[src/rtl/axis_packet_generator_pkg.sv]
// ---------------------------------------------------------------------------
// axis_packet_generator_pkg
// Switch-wide constants shared by the synthetic frame source:
//   - EtherType values used in generated frames
//   - tuser side-band field offsets
//   - generator state encoding
//   - ceil_div helper for beat-count arithmetic
// ---------------------------------------------------------------------------
package axis_packet_generator_pkg;

    localparam logic [15:0] ETH_TYPE_VLAN = 16'h8100;
    localparam logic [15:0] ETH_TYPE_TEST = 16'h88B5;

    localparam int unsigned TUSER_LEN_LSB      = 0;
    localparam int unsigned TUSER_LEN_W        = 16;
    localparam int unsigned TUSER_SRC_PORT_LSB = 16;
    localparam int unsigned TUSER_SRC_PORT_W   = 8;

    typedef enum logic [1:0] {
        ST_WAIT = 2'd0,
        ST_SEND = 2'd1,
        ST_DONE = 2'd2
    } gen_state_e;

    function automatic int unsigned ceil_div(input int unsigned num, input int unsigned den);
        return (num + den - 1) / den;
    endfunction

endpackage

[src/rtl/eth_frame_beat_builder.sv]
// ---------------------------------------------------------------------------
// eth_frame_beat_builder
// Combinational: returns the tdata/tkeep of one beat of the test frame.
// Frame: DST MAC, SRC MAC, optional 802.1Q tag, EtherType 0x88B5,
// 32-bit sequence number (MSB first), then filler bytes 0,1,2,...
// Ports:
//   beat_idx  in  BEAT_W           beat number within the frame
//   seq_num   in  32               sequence number carried by the frame
//   tdata     out AXIS_DATA_WIDTH  byte n at [8n+7:8n]; bytes past the end are 0
//   tkeep     out AXIS_DATA_WIDTH/8 byte enables
// ---------------------------------------------------------------------------
module eth_frame_beat_builder
    import axis_packet_generator_pkg::*;
#(
    parameter int unsigned AXIS_DATA_WIDTH = 256,
    parameter logic [47:0] DST_MAC_ADDR    = 48'h0,
    parameter logic [47:0] SRC_MAC_ADDR    = 48'h0,
    parameter logic        VLAN            = 1'b0,
    parameter logic [2:0]  PRI             = 3'b000,
    parameter logic [11:0] VID             = 12'd1,
    parameter int unsigned PKT_LEN         = 64,
    parameter int unsigned BEAT_W          = 16
) (
    input  logic [BEAT_W-1:0]            beat_idx,
    input  logic [31:0]                  seq_num,
    output logic [AXIS_DATA_WIDTH-1:0]   tdata,
    output logic [AXIS_DATA_WIDTH/8-1:0] tkeep
);

    localparam int unsigned BYTES     = AXIS_DATA_WIDTH / 8;
    localparam int unsigned ETYPE_OFF = (VLAN != 1'b0) ? 16 : 12;
    localparam int unsigned FILL_OFF  = ETYPE_OFF + 6;
    localparam logic [31:0] TAG_WORD  = {ETH_TYPE_VLAN, PRI, 1'b0, VID};

    logic [31:0] beat_base;

    // Byte at absolute frame offset 'a'.
    function automatic logic [7:0] frame_byte(input int unsigned a, input logic [31:0] seq);
        logic [31:0] fill_idx;
        if (a < 6) begin
            return DST_MAC_ADDR[8*(5-a) +: 8];
        end
        if (a < 12) begin
            return SRC_MAC_ADDR[8*(11-a) +: 8];
        end
        if ((VLAN != 1'b0) && (a < 16)) begin
            return TAG_WORD[8*(15-a) +: 8];
        end
        if (a < ETYPE_OFF + 2) begin
            return ETH_TYPE_TEST[8*(ETYPE_OFF+1-a) +: 8];
        end
        if (a < FILL_OFF) begin
            return seq[8*(FILL_OFF-1-a) +: 8];
        end
        fill_idx = a - FILL_OFF;
        return fill_idx[7:0];
    endfunction

    assign beat_base = 32'(beat_idx) * BYTES;

    always_comb begin
        tdata = '0;
        tkeep = '0;
        for (int unsigned b = 0; b < BYTES; b++) begin
            if (beat_base + b < PKT_LEN) begin
                tdata[8*b +: 8] = frame_byte(beat_base + b, seq_num);
                tkeep[b]        = 1'b1;
            end
        end
    end

endmodule

[src/rtl/axis_packet_generator.sv]
// ---------------------------------------------------------------------------
// axis_packet_generator
// Synthetic Ethernet frame source driving one AXI4-Stream switch input.
// Sends back-to-back frames of PKT_LEN bytes separated by GAP_CYCLES idle
// cycles, starting START_DELAY cycles after reset release; stops after
// NUM_PKTS frames when NUM_PKTS is non-zero.
// Ports:
//   axis_aclk      in   clock
//   axis_resetn    in   asynchronous active-low reset
//   s_axis_tdata   out  frame data, byte n at [8n+7:8n]
//   s_axis_tkeep   out  byte enables
//   s_axis_tuser   out  {..0, 1<<SRC_PORT [23:16], PKT_LEN [15:0]}
//   s_axis_tvalid  out  beat valid
//   s_axis_tready  in   sink ready
//   s_axis_tlast   out  last beat of frame
// ---------------------------------------------------------------------------
module axis_packet_generator
    import axis_packet_generator_pkg::*;
#(
    parameter int unsigned AXIS_DATA_WIDTH  = 256,
    parameter int unsigned AXIS_TUSER_WIDTH = 128,
    parameter logic [47:0] DST_MAC_ADDR     = 48'h0,
    parameter logic [47:0] SRC_MAC_ADDR     = 48'h0,
    parameter logic        VLAN             = 1'b0,
    parameter logic [2:0]  PRI              = 3'b000,
    parameter logic [11:0] VID              = 12'd1,
    parameter int unsigned SRC_PORT         = 0,
    parameter int unsigned PKT_LEN          = 64,
    parameter int unsigned GAP_CYCLES       = 4,
    parameter int unsigned START_DELAY      = 16,
    parameter int unsigned NUM_PKTS         = 0
) (
    input  logic                          axis_aclk,
    input  logic                          axis_resetn,
    output logic [AXIS_DATA_WIDTH-1:0]    s_axis_tdata,
    output logic [AXIS_DATA_WIDTH/8-1:0]  s_axis_tkeep,
    output logic [AXIS_TUSER_WIDTH-1:0]   s_axis_tuser,
    output logic                          s_axis_tvalid,
    input  logic                          s_axis_tready,
    output logic                          s_axis_tlast
);

    localparam int unsigned BYTES       = AXIS_DATA_WIDTH / 8;
    localparam int unsigned BEATS       = ceil_div(PKT_LEN, BYTES);
    localparam int unsigned BEAT_W      = 16;
    localparam logic [BEAT_W-1:0] LAST_BEAT = BEAT_W'(BEATS - 1);
    localparam logic [31:0] START_LIMIT = 32'(START_DELAY);
    // The WAIT state is left on the edge that completes the last idle cycle,
    // so the inter-frame limit is one less than the gap; a zero gap never
    // enters WAIT at all.
    localparam logic [31:0] GAP_LIMIT   = (GAP_CYCLES > 0) ? 32'(GAP_CYCLES - 1) : 32'd0;
    localparam logic [31:0] PKT_QUOTA   = 32'(NUM_PKTS);

    gen_state_e state_q, state_d;
    logic [31:0] cnt_q, cnt_d;
    logic        started_q, started_d;
    logic [BEAT_W-1:0] beat_q, beat_d;
    logic [31:0] seq_q, seq_d;
    logic [31:0] pkt_cnt_q, pkt_cnt_d;

    logic                         tvalid_q, tvalid_d;
    logic                         tlast_q, tlast_d;
    logic [AXIS_DATA_WIDTH-1:0]   tdata_q, tdata_d;
    logic [BYTES-1:0]             tkeep_q, tkeep_d;
    logic [AXIS_TUSER_WIDTH-1:0]  tuser_q, tuser_d;

    logic                         load_beat;
    logic                         go_idle;
    logic [AXIS_DATA_WIDTH-1:0]   beat_tdata;
    logic [BYTES-1:0]             beat_tkeep;
    logic [AXIS_TUSER_WIDTH-1:0]  tuser_frame;

    always_comb begin
        tuser_frame = '0;
        tuser_frame[TUSER_LEN_LSB +: TUSER_LEN_W]           = 16'(PKT_LEN);
        tuser_frame[TUSER_SRC_PORT_LSB +: TUSER_SRC_PORT_W] = 8'd1 << SRC_PORT;
    end

    // Builder sees the next beat/sequence so its result lands in the output
    // registers on the same edge the FSM advances.
    eth_frame_beat_builder #(
        .AXIS_DATA_WIDTH (AXIS_DATA_WIDTH),
        .DST_MAC_ADDR    (DST_MAC_ADDR),
        .SRC_MAC_ADDR    (SRC_MAC_ADDR),
        .VLAN            (VLAN),
        .PRI             (PRI),
        .VID             (VID),
        .PKT_LEN         (PKT_LEN),
        .BEAT_W          (BEAT_W)
    ) u_beat_builder (
        .beat_idx (beat_d),
        .seq_num  (seq_d),
        .tdata    (beat_tdata),
        .tkeep    (beat_tkeep)
    );

    always_comb begin
        state_d   = state_q;
        cnt_d     = cnt_q;
        started_d = started_q;
        beat_d    = beat_q;
        seq_d     = seq_q;
        pkt_cnt_d = pkt_cnt_q;
        load_beat = 1'b0;
        go_idle   = 1'b0;
        unique case (state_q)
            ST_WAIT: begin
                if (cnt_q >= (started_q ? GAP_LIMIT : START_LIMIT)) begin
                    state_d   = ST_SEND;
                    beat_d    = '0;
                    load_beat = 1'b1;
                end else begin
                    cnt_d = cnt_q + 32'd1;
                end
            end
            ST_SEND: begin
                if (tvalid_q && s_axis_tready) begin
                    if (tlast_q) begin
                        seq_d     = seq_q + 32'd1;
                        pkt_cnt_d = pkt_cnt_q + 32'd1;
                        beat_d    = '0;
                        if ((PKT_QUOTA != 32'd0) && (pkt_cnt_d == PKT_QUOTA)) begin
                            state_d = ST_DONE;
                            go_idle = 1'b1;
                        end else if (GAP_CYCLES == 0) begin
                            load_beat = 1'b1;
                        end else begin
                            state_d   = ST_WAIT;
                            cnt_d     = '0;
                            started_d = 1'b1;
                            go_idle   = 1'b1;
                        end
                    end else begin
                        beat_d    = beat_q + BEAT_W'(1);
                        load_beat = 1'b1;
                    end
                end
            end
            ST_DONE: begin
                state_d = ST_DONE;
            end
            default: begin
                state_d = ST_WAIT;
            end
        endcase
    end

    always_comb begin
        tvalid_d = tvalid_q;
        tlast_d  = tlast_q;
        tdata_d  = tdata_q;
        tkeep_d  = tkeep_q;
        tuser_d  = tuser_q;
        if (load_beat) begin
            tvalid_d = 1'b1;
            tlast_d  = (beat_d == LAST_BEAT);
            tdata_d  = beat_tdata;
            tkeep_d  = beat_tkeep;
            tuser_d  = tuser_frame;
        end else if (go_idle) begin
            tvalid_d = 1'b0;
            tlast_d  = 1'b0;
            tdata_d  = '0;
            tkeep_d  = '0;
            tuser_d  = '0;
        end
    end

    always_ff @(posedge axis_aclk or negedge axis_resetn) begin
        if (!axis_resetn) begin
            state_q   <= ST_WAIT;
            cnt_q     <= '0;
            started_q <= 1'b0;
            beat_q    <= '0;
            seq_q     <= '0;
            pkt_cnt_q <= '0;
            tvalid_q  <= 1'b0;
            tlast_q   <= 1'b0;
            tdata_q   <= '0;
            tkeep_q   <= '0;
            tuser_q   <= '0;
        end else begin
            state_q   <= state_d;
            cnt_q     <= cnt_d;
            started_q <= started_d;
            beat_q    <= beat_d;
            seq_q     <= seq_d;
            pkt_cnt_q <= pkt_cnt_d;
            tvalid_q  <= tvalid_d;
            tlast_q   <= tlast_d;
            tdata_q   <= tdata_d;
            tkeep_q   <= tkeep_d;
            tuser_q   <= tuser_d;
        end
    end

    assign s_axis_tvalid = tvalid_q;
    assign s_axis_tlast  = tlast_q;
    assign s_axis_tdata  = tdata_q;
    assign s_axis_tkeep  = tkeep_q;
    assign s_axis_tuser  = tuser_q;

endmodule

[config.mk]
export PLATFORM = sky130hd
export DESIGN_NAME = axis_packet_generator
export DESIGN_NICKNAME = d
export VERILOG_FILES = /design/src/rtl/axis_packet_generator_pkg.sv /design/src/rtl/eth_frame_beat_builder.sv /design/src/rtl/axis_packet_generator.sv
export SDC_FILE = /design/constraint.sdc
export NUM_CORES = 1
export LEC_CHECK = 0
export ABC_AREA = 1
export BUFFER_PORTS_ARGS = -buffer_cell sky130_fd_sc_hd__buf_2
export CAP_MARGIN = 20
export CORE_AREA = 4 4 163 165
export DETAILED_ROUTE_END_ITERATION = 6
export DIE_AREA = 0 0 167 169
export PLACE_DENSITY_LB_ADDON = 0.1
export SLEW_MARGIN = 20
export SYNTH_ARGS = -nofsm -noshare
export SYNTH_HDL_FRONTEND = slang
export SYNTH_SLANG_ARGS = --single-unit
[constraint.sdc]
create_clock -name axis_aclk -period 3.53 [get_ports axis_aclk]
set_input_delay 0 -clock axis_aclk [delete_from_list [all_inputs] [get_ports axis_aclk]]
set_output_delay 0 -clock axis_aclk [all_outputs]
set_load 0.02 [all_outputs]
==> flow_summary_export.csv, run 1 <==
group,metric,value,unit
placement,dp.cells,1501,
timing,fmax,343.1,MHz
layout,fillCellCount,2637,
timing,hold_violations,0,
synth,synthTopCellsByCount,"370 x buf_4, 192 x nand2_1, 133 x dfrtp_1",
routing,m1WireLength,9166,microns
placement,gp_congestion,0.7732,
clocking,clkLatencyLatePin,0.42,ns
synth,synthArstFlopShare,1.000,
synth,seq_area_frac_synth,0.3604,
timing,slew_headroom,0.4703,
routing,wl_per_cell,13.83,microns
worst_setup_path,r2r_start,"s_axis_tuser[6]",
worst_setup_path,crit_required,3.89,ns
power_and_ir_drop,leakage,5.513,nW
grt,antenna_found_initial,0,
worst_setup_path,arrival,3.28,ns
layout,drive_above_1_share,0.2625,
grt,grt_pass1_wl,32220,microns
timing,finClkSkew,0.01319,ns
worst_setup_path,cp_max_fo,12,
clocking,clock_sinks,133,
floorplan,core_area,0.02504,sq mm
timing,slew_viol_final,0,
placement,post-dp-hpwl,16050,microns
floorplan,die_w,167,microns
synth,yosysTopAreaCell,"dfrtp_1",
routing,antenna_left,0,
floorplan,die_h,169,microns
routing,drc_errors,0,
synth,syn-instance-count,1128,
routing,topRoutingLayerUsed,"met4",
floorplan,start_util,0.3689,
timing,worstMarginPinSlew,0.7946,ns
clocking,cts_htree_levels,4,
power_and_ir_drop,ir_drop,0.0002719,V
clocking,cts_buffer_depth,2,
synth,synthTopCellsByArea,"dfrtp_1 36%, buf_4 30%, nand2_1 7.8%",
timing,min_period_over_period,0.8258,
synth,ys_warn_count,0,
routing,drt-vias-per-instance,4.058,
synth,netlist_area,0.009235,sq mm
timing,finalSetupViolations,0,
routing,drt_iter0_drc,232,
worst_setup_path,r2r_cells,14,
timing,fin_crit,2.915,ns
layout,nets,1202,
synth,ys_ff_latch,133,
hold_path,worstHoldPathType,"in2reg",
routing,vias,6225,
grt,grt_start_max_net_pins,81,
worst_setup_path,r2r_end,"s_axis_tdata[118]",
layout,antenna_cells,0,
grt,grt_usage,0.1409,
clocking,cts_tree,"built",
clocking,clkTransAtPathRegs,0.06,ns
routing,drt-pass1-iter-count,4,
floorplan,die_area,0.02822,sq mm
worst_setup_path,critPathKind,"reg2reg",
grt,grt-ovfl-total,0,
worst_setup_path,endpoint,"s_axis_tdata[118]",
clocking,post_cts_resized,0,
worst_setup_path,rrSetupSlack,0.62,ns
clocking,post_cts_buffers,0,
synth,post-synth-top-count-cell,"buf_4",
timing,grt_setup_unrepaired,"no",
timing,final.setup.tns,0,ns
grt,grt_pass1_vias,5791,
run,max_cap_viol_count,0,
placement,io_buffer_count,219,
floorplan,top_level_ports,421,
layout,area_delta_synth_final,0.8129,%
synth,synth.distinct_cells,44,
synth,synth_top_area_share,0.3604,
synth,synth_ff_type,"dfrtp_1",
layout,multi_input_comb_area,0.003401,sq mm
floorplan,fp-row-count,58,
clocking,root_buffer,"clkbuf_16",
routing,wl_met3,1198,microns
clocking,numCtsBuffers,17,
worst_setup_path,start_kind,"flop",
power_and_ir_drop,powerDensity,461.6,mW/mm^2
worst_setup_path,cp-startpoint,"s_axis_tuser[6]",
layout,layout.area.seq,0.003328,sq mm
synth,synth_edf_count,0,
layout,layout.cells.non_filler,1534,
routing,drt_wl_total,21210,microns
run_status,outcome,"complete, no violations",
synth,synth_area_per_cell,8.187,sq um
worst_setup_path,endpoint_kind,"flop",
routing,dr_wl_met2,10550,microns
[routing by layer]
metal  vias up  GRT usage
met5         -          0
met4         0    0.03735
met3        18    0.03223
met2       204     0.2351
met1      2936     0.1852
li1       3067          -
[timing repair]
item	4_1_cts	5_1_grt
setup endpoints to repair	0	0
hold buffers	1	0
hold endpoints to repair	53	0
[logic make-up (layout without fill, tap and decap cells)]
group / after synthesis / count (layout) / synth area share
simple gates: 420 / 420 / 0.2164
buf+inv: 488 / 364 / 0.3527
compound gates: 46 / 46 / 0.02899
xor+xnor: 32 / 32 / 0.03035
other cells: 1 / 201 / 0.0004061
flops: 133 / 133 / 0.3604
fa+ha+maj: 8 / 8 / 0.01084
[sequential cells by signal (all words and copies together) (netlist names)]
register      cells
s_axis_tuser      1
seq_q            32
s_axis_tdata     46
beat_q           16
s_axis_tkeep      2
cnt_q            32
state_q           2
s_axis_tlast      1
started_q         1
[area by class of cell]
cell class | instances | area share
clock buffers | 18 | 0.04610
clock inverters | 14 | 0.01626
inverters | 103 | 0.04153
multi-input cells | 707 | 0.3653
flip-flops and latches | 133 | 0.3575
well taps | 330 | 0.04435
repair buffers | 229 | 0.1290
[through the flow]
stage / util / cell area, sq um / setup WS [ns] / total power, W / hold WS, ns
after floorplan: - / 9986 / 1.253 / 0.002551 / -0.2956
after global placement: 0.3483 / 8720 / 0.5794 / 0.002573 / 0.1042
after detailed placement: 0.3483 / 8720 / 0.5704 / 0.002564 / 0.1066
after CTS: 0.3719 / 9310 / 0.5669 / 0.004352 / 0.1370
after global routing: 0.3719 / 9310 / 0.3110 / 0.004556 / 0.1623
final: 0.3719 / 9310 / 0.6151 / 0.004298 / 0.1436
[layout by cell type (no fill, tap or decap), drive strengths merged, types with 2 or more instances in the layout]
master / n
xnor2: 16
o21bai: 2
ha: 8
nor3: 13
a21boi: 3
clkbuf: 18
o31ai: 2
conb: 201
buf: 228
inv: 105
nand2: 207
bufinv: 2
clkinvlp: 4
clkinv: 6
nor4: 8
o21ai: 29
o211ai: 2
nand4: 20
a21oi: 4
nor2: 99
dfrtp: 133
nand3: 68
xor2: 16
[how the worst min path moves through the flow]
stage                        from           endpoint  slack (ns)  cells past startpoint
floorplan             axis_resetn          beat_q[0]       -0.30                      0
global placement      axis_resetn  s_axis_tdata[253]        0.10                      1
detailed placement    axis_resetn  s_axis_tdata[125]        0.11                      1
CTS                 s_axis_tready          beat_q[9]        0.14                      5
global route        s_axis_tready          beat_q[9]        0.16                      5
finish              s_axis_tready          beat_q[9]        0.14                      5
[power breakdown]
part	internal [W]	switching, W
Clock	0.00105	0.000714
Sequential	0.00160	0.000126
Combinational	0.000196	0.000613
[critical path, cell delays in order, from the launching register on]
cell	delay (ns)
dfrtp_1	0.63
nand2_2	0.21
nor2_4	0.18
inv_2	0.10
nand2_2	0.15
inv_2	0.13
nand3_1	0.09
a21boi_1	0.20
buf_4	0.27
nand3_1	0.12
nor2_2	0.29
nand2_2	0.14
nand2_1	0.17
nand3_1	0.10
nand2_1	0.08
(Power assumes the default switching activity.)
==> run 2: changes to the inputs <==
--- a/config.mk
+++ b/config.mk
@@ -8,9 +8,9 @@
 export ABC_AREA = 1
 export BUFFER_PORTS_ARGS = -buffer_cell sky130_fd_sc_hd__buf_2
 export CAP_MARGIN = 20
-export CORE_AREA = 4 4 163 165
+export CORE_AREA = 4 4 162 164
 export DETAILED_ROUTE_END_ITERATION = 6
-export DIE_AREA = 0 0 167 169
+export DIE_AREA = 0 0 166 168
 export PLACE_DENSITY_LB_ADDON = 0.1
 export SLEW_MARGIN = 20
 export SYNTH_ARGS = -nofsm -noshare
==> constraint.sdc (replaced) <==
create_clock -name axis_aclk -period 2.9 [get_ports axis_aclk]
set_input_delay 0 -clock axis_aclk [delete_from_list [all_inputs] [get_ports axis_aclk]]
set_output_delay 0 -clock axis_aclk [all_outputs]
set_load 0.02 [all_outputs]
==> run 2 against run 1 <==
Effect of this change:
- first-iteration DRC count up 40%
- routed wire length down 3.1%
- clock power up 25%
- critical path type unchanged
- largest cell class unchanged
==> flow_summary_export.csv, run 2 (same netlist as run 1, synthesis figures left out) <==
group,metric,value,unit
worst_setup_path,worstPathCellList,"inv_1, ha_1, o21ai_0, nand2_1, nand3_2, nand3_2, nand2_4, o21ai_0, nand2_1, nor2_1, nand3_2, nor2_4, buf_12, o21ai_0, nand2_1",
layout,area_delta_synth_final,1.626,%
placement,io_buffer_count,219,
worst_setup_path,r2r_start,"cnt_q[0]",
timing,final.setup.tns,0,ns
floorplan,core_area,0.02489,sq mm
worst_setup_path,r2r_cells,15,
worst_setup_path,endpoint_kind,"flop",
power_and_ir_drop,switching_share,0.3352,
worst_setup_path,slowest_delay,0.37,ns
worst_setup_path,critPathKind,"reg2reg",
grt,grt_start_max_net_pins,65,
routing,wl_met3,1138,microns
worst_setup_path,endpoint,"s_axis_tdata[137]",
worst_setup_path,cp-startpoint,"cnt_q[0]",
power_and_ir_drop,leakage,5.559,nW
grt,grt-ovfl-total,0,
floorplan,top_level_ports,421,
power_and_ir_drop,ir_drop,0.0002965,V
timing,finClkSkew,0.01588,ns
timing,slew_headroom,0.4681,
timing,fmax,384.2,MHz
timing,finalSetupViolations,0,
layout,final_common_cell,"buf_2",
routing,dr_wl_met2,10230,microns
layout,post-route-util,0.3770,
worst_setup_path,r2r_end,"s_axis_tdata[137]",
layout,nets,1209,
clocking,root_buffer,"clkbuf_16",
worst_setup_path,rrSetupSlack,0.30,ns
routing,drt-vias-per-instance,3.993,
power_and_ir_drop,cellInternalPower,0.003526,W
grt,grt_usage,0.1396,
clocking,cts_tree,"built",
worst_setup_path,crit_required,3.26,ns
timing,grt_setup_unrepaired,"no",
hold_path,worstHoldPathType,"in2async",
layout,drive_above_1_share,0.2669,
timing,fin_crit,2.603,ns
run,max_cap_viol_count,0,
power_and_ir_drop,powerDensity,565.1,mW/mm^2
timing,min_period_over_period,0.8976,
layout,antenna_cells,0,
clocking,clkLatencyLatePin,0.42,ns
placement,post-dp-hpwl,15740,microns
placement,gp_congestion,0.8420,
timing,hold_violations,0,
clocking,cts_buffer_depth,2,
power_and_ir_drop,combPwrFrac,0.188,
grt,antenna_found_initial,0,
layout,final_cell_mix,"218 x buf_2, 201 x conb_1, 192 x nand2_1",
clocking,clock_sinks,133,
clocking,cts_htree_levels,4,
worst_setup_path,arrival,2.96,ns
routing,m1WireLength,9132,microns
routing,drt_wl_total,20550,microns
floorplan,die_area,0.02789,sq mm
timing,worstMarginPinSlew,0.7979,ns
floorplan,die_w,166,microns
timing,slew_viol_final,0,
power_and_ir_drop,p_switching,0.001778,W
routing,drt_iter0_drc,324,
worst_setup_path,cp_max_fo,39,
worst_setup_path,start_kind,"flop",
run_status,outcome,"complete, no violations",
clocking,clkTransAtPathRegs,0.07,ns
grt,grt_pass1_wl,31440,microns
grt,grt_pass1_vias,5613,
floorplan,die_h,168,microns
floorplan,start_util,0.3710,
routing,drt-pass1-iter-count,5,
layout,largest_reg_flops,46,
routing,drc_errors,0,
routing,wl_per_cell,13.35,microns
routing,antenna_left,0,
power_and_ir_drop,power_frac_seq,0.397,
routing,vias,6149,
floorplan,fp-row-count,58,
worst_setup_path,crit_path_top_delay_cell,"dfrtp_1",
clocking,numCtsBuffers,17,
routing,topRoutingLayerUsed,"met4",
power_and_ir_drop,pwr-share-clk,0.415,
-- run 2: cell count changes in the layout (fill, tap and decap cells not counted) --
cell / before / now
nand2_2: 14 / 13
buf_4: 8 / 14
clkbuf_1: 1 / 0
buf_6: 0 / 1
inv_8: 1 / 0
nand2_4: 1 / 2
clkinvlp_4: 4 / 2
inv_6: 2 / 5
clkinv_2: 3 / 1
clkbuf_8: 0 / 2
-- run 2: timing repair --
item	4_1_cts	5_1_grt
hold buffers	1	0
setup endpoints to repair	0	7
hold endpoints to repair	61	0
resized for setup	0	1
setup buffers	0	0
-- run 2: per-stage QoR --
stage / setup slack (ns) / area (sq um) / power, W / std cells / hold WS, ns
global placement: 0.1552 / 8776 / 0.003149 / 1508 / 0.04437
floorplan: 0.6232 / 9986 / 0.003106 / 1328 / -0.2956
finish: 0.2969 / 9385 / 0.005304 / 1540 / 0.1252
detailed placement: 0.1547 / 8776 / 0.003139 / 1508 / 0.03915
global route: 0.01085 / 9385 / 0.005604 / 1540 / 0.1775
CTS: 0.1332 / 9380 / 0.005372 / 1540 / 0.1239
-- run 2: how the worst min path moves through the flow --
stage / startpoint / to / slack, ns
after detailed placement: axis_resetn / cnt_q[30] / 0.04
after global placement: axis_resetn / cnt_q[30] / 0.04
after floorplan: axis_resetn / beat_q[0] / -0.30
after CTS: s_axis_tready / beat_q[9] / 0.12
final: axis_resetn / cnt_q[16] / 0.13
after global routing: axis_resetn / cnt_q[19] / 0.18
-- run 2: power by group through the flow --
stage | clock network [W] | logic (W) | registers (W)
after detailed placement | 0 | 0.00100 | 0.00214
after global placement | 0 | 0.00101 | 0.00214
after floorplan | 0 | 0.00103 | 0.00207
after CTS | 0.00226 | 0.00100 | 0.00211
after global routing | 0.00236 | 0.00112 | 0.00213
final | 0.00220 | 0.000999 | 0.00210
-- run 2: cell type report --
cell class	count	area [sq um]
Clock inverter	12	141.4
Inverter	103	386.6
Clock buffer	19	452.9
Tap cell	330	412.9
Timing Repair Buffer	236	1257
Fill cell	2546	15510
Multi-Input combinational cell	707	3406
Sequential cell	133	3328
-- run 2: layer usage --
metal  global-route usage  vias to the layer above
met4              0.03228                        0
li1                     -                     3080
met1               0.1876                     2866
met2               0.2310                      201
met5                    0                        -
met3              0.03146                        2
-- run 2: critical path, delay by kind of cell, from the launching register on --
kind	cells	cell delay (ns)
simple gates	9	1.17
compound gates	3	0.42
flops	1	0.37
buf+inv	2	0.28
fa+ha+maj	1	0.27
==> run 3: changes to the inputs <==
--- a/config.mk
+++ b/config.mk
@@ -11,7 +11,9 @@
 export CORE_AREA = 4 4 162 164
 export DETAILED_ROUTE_END_ITERATION = 6
 export DIE_AREA = 0 0 166 168
+export MAX_ROUTING_LAYER = met4
 export PLACE_DENSITY_LB_ADDON = 0.1
+export RECOVER_POWER = 25
 export SLEW_MARGIN = 20
 export SYNTH_ARGS = -nofsm -noshare
 export SYNTH_HDL_FRONTEND = slang
==> run 3 against run 2 <==
Effect of this change:
- the run now ends with capacitance limit, slew limit left
- core utilization decreased by 0.25 points
- non-clock buffer count unchanged
- via count increased by 0.62%
- critical path depth unchanged
- clock power about the same
- register-to-register slack about the same
- sequential cell count unchanged
- sequential power about the same
- clock skew about the same
- setup slack improved by 0.0036 ns
- first-iteration DRC count increased by 9.9%
- critical endpoint unchanged
==> flow_summary_export.csv, run 3 (same netlist as run 1, synthesis figures left out) <==
group,metric,value,unit
run_status,outcome,"complete, but fails checks",
run_status,violations,"capacitance limit, slew limit",
routing,drt_wl_total,20620,microns
routing,wl_per_cell,13.39,microns
worst_setup_path,crit_required,3.26,ns
timing,slew_headroom,-0.08829,
floorplan,die_h,168,microns
grt,grt_start_max_net_pins,65,
grt,grt_pass1_wl,31500,microns
clocking,root_buffer,"clkbuf_16",
hold_path,hold_start,"s_axis_tready",
hold_path,hold_depth,5,
routing,drt-pass1-iter-count,5,
layout,layout.cells.non_filler,1540,
grt,grt_pass1_vias,5594,
hold_path,whs_endpoint,"beat_q[9]",
grt,grt-ovfl-total,0,
worst_setup_path,endpoint_kind,"flop",
floorplan,top_level_ports,421,
grt,grt_usage,0.1440,
floorplan,die_w,166,microns
clocking,clkLatencyLatePin,0.43,ns
worst_setup_path,r2r_start,"cnt_q[0]",
placement,dp.cells,1508,
layout,area_delta_synth_final,0.9619,%
clocking,cts_buffer_depth,2,
power_and_ir_drop,ir_drop,0.0002949,V
floorplan,start_util,0.3710,
floorplan,die_area,0.02789,sq mm
timing,fin_ws,0.3006,ns
timing,finClkSkew,0.01540,ns
timing,final.setup.tns,0,ns
placement,post-dp-hpwl,15740,microns
grt,antenna_found_initial,0,
worst_setup_path,cp-startpoint,"cnt_q[0]",
worst_setup_path,rrSetupSlack,0.30,ns
power_and_ir_drop,powerDensity,569.4,mW/mm^2
worst_setup_path,cp_max_fo,39,
timing,fin_crit,2.599,ns
clocking,cts_htree_levels,4,
power_and_ir_drop,power,0.005309,W
routing,drc_errors,0,
layout,largest_reg_flops,46,
routing,antenna_left,0,
routing,vias,6187,
routing,drt_iter0_drc,356,
timing,slew_viol_final,65,
worst_setup_path,r2r_end,"s_axis_tdata[137]",
placement,gp_congestion,0.8551,
layout,antenna_cells,0,
layout,nets,1209,
placement,io_buffer_count,219,
power_and_ir_drop,leakage,5.381,nW
layout,final_cell_mix,"201 x conb_1, 192 x nand2_1, 179 x buf_2",
clocking,cts_tree,"built",
timing,min_period_over_period,0.8964,
layout,drive_above_1_share,0.2339,
timing,finalSetupViolations,0,
placement,place_ws,0.1547,ns
floorplan,fp-row-count,58,
worst_setup_path,start_kind,"flop",
floorplan,core_area,0.02489,sq mm
hold_path,worstHoldPathType,"in2reg",
layout,final_common_cell,"conb_1",
routing,drt-vias-per-instance,4.018,
worst_setup_path,arrival,2.96,ns
clocking,clock_sinks,133,
timing,worstMarginPinSlew,1.632,ns
clocking,numCtsBuffers,17,
timing,grt_setup_unrepaired,"no",
clocking,clkTransAtPathRegs,0.06,ns
timing,fmax,384.7,MHz
timing,hold_violations,0,
run,max_cap_viol_count,1,
layout,post-route-util,0.3746,
worst_setup_path,critPathKind,"reg2reg",
worst_setup_path,r2r_cells,15,
run 3: stage by stage:
step	hold slack, ns	instance area [sq um]
2_1_floorplan	-0.2956	9986
6_report	0.1282	9324
5_1_grt	0.1775	9324
3_3_place_gp	0.04437	8776
3_5_place_dp	0.03915	8776
4_1_cts	0.1239	9380
run 3: area by class of cell:
type,count,area [sq um]
clock inverter,12,141.4
inverter,103,386.6
sequential,133,3328
tap,330,412.9
timing repair buffer,236,1196
fill,2568,15570
multi-input combinational,707,3406
clock buffer,19,452.9
run 3: timing repair:
action | CTS | global route
setup endpoints to repair | 0 | 7
resized for setup | 0 | 1
hold endpoints to repair | 61 | 0
buffers inserted | 0 | 0
hold buffers | 1 | 0
run 3: worst max-delay path by stage:
| stage | to | slack (ns) | cells after the start |
|---|---|---|---|
| CTS | s_axis_tdata[135] | 0.13 | 14 |
| global route | s_axis_tdata[119] | 0.01 | 14 |
| global placement | s_axis_tdata[143] | 0.16 | 14 |
| finish | s_axis_tdata[137] | 0.30 | 15 |
| floorplan | s_axis_tdata[119] | 0.62 | 15 |
| detailed placement | s_axis_tdata[143] | 0.15 | 14 |
run 3: report_power, final:
part | total (W) | internal [W] | switching [W]
clock network | 0.00221 | 0.00132 | 0.000886
logic | 0.000997 | 0.000251 | 0.000746
registers | 0.00210 | 0.00195 | 0.000153
run 3: critical path: stages (launching register included):
cell and delay [ns]:
dfrtp_1 0.37, inv_1 0.08, ha_1 0.27, o21ai_0 0.07
nand2_1 0.09, nand3_2 0.14, nand3_2 0.16, nand2_4 0.14
o21ai_0 0.20, nand2_1 0.07, nor2_1 0.19, nand3_2 0.14
nor2_4 0.14, buf_12 0.20, o21ai_0 0.15, nand2_1 0.09
run 3: layer usage:
metal	global-route usage	wire [microns]	up-vias
met5	-	0	-
met4	0.03228	174	0
met3	0.03076	1141	12
met2	0.2306	10200	223
met1	0.1892	9104	2873
li1	-	-	3079
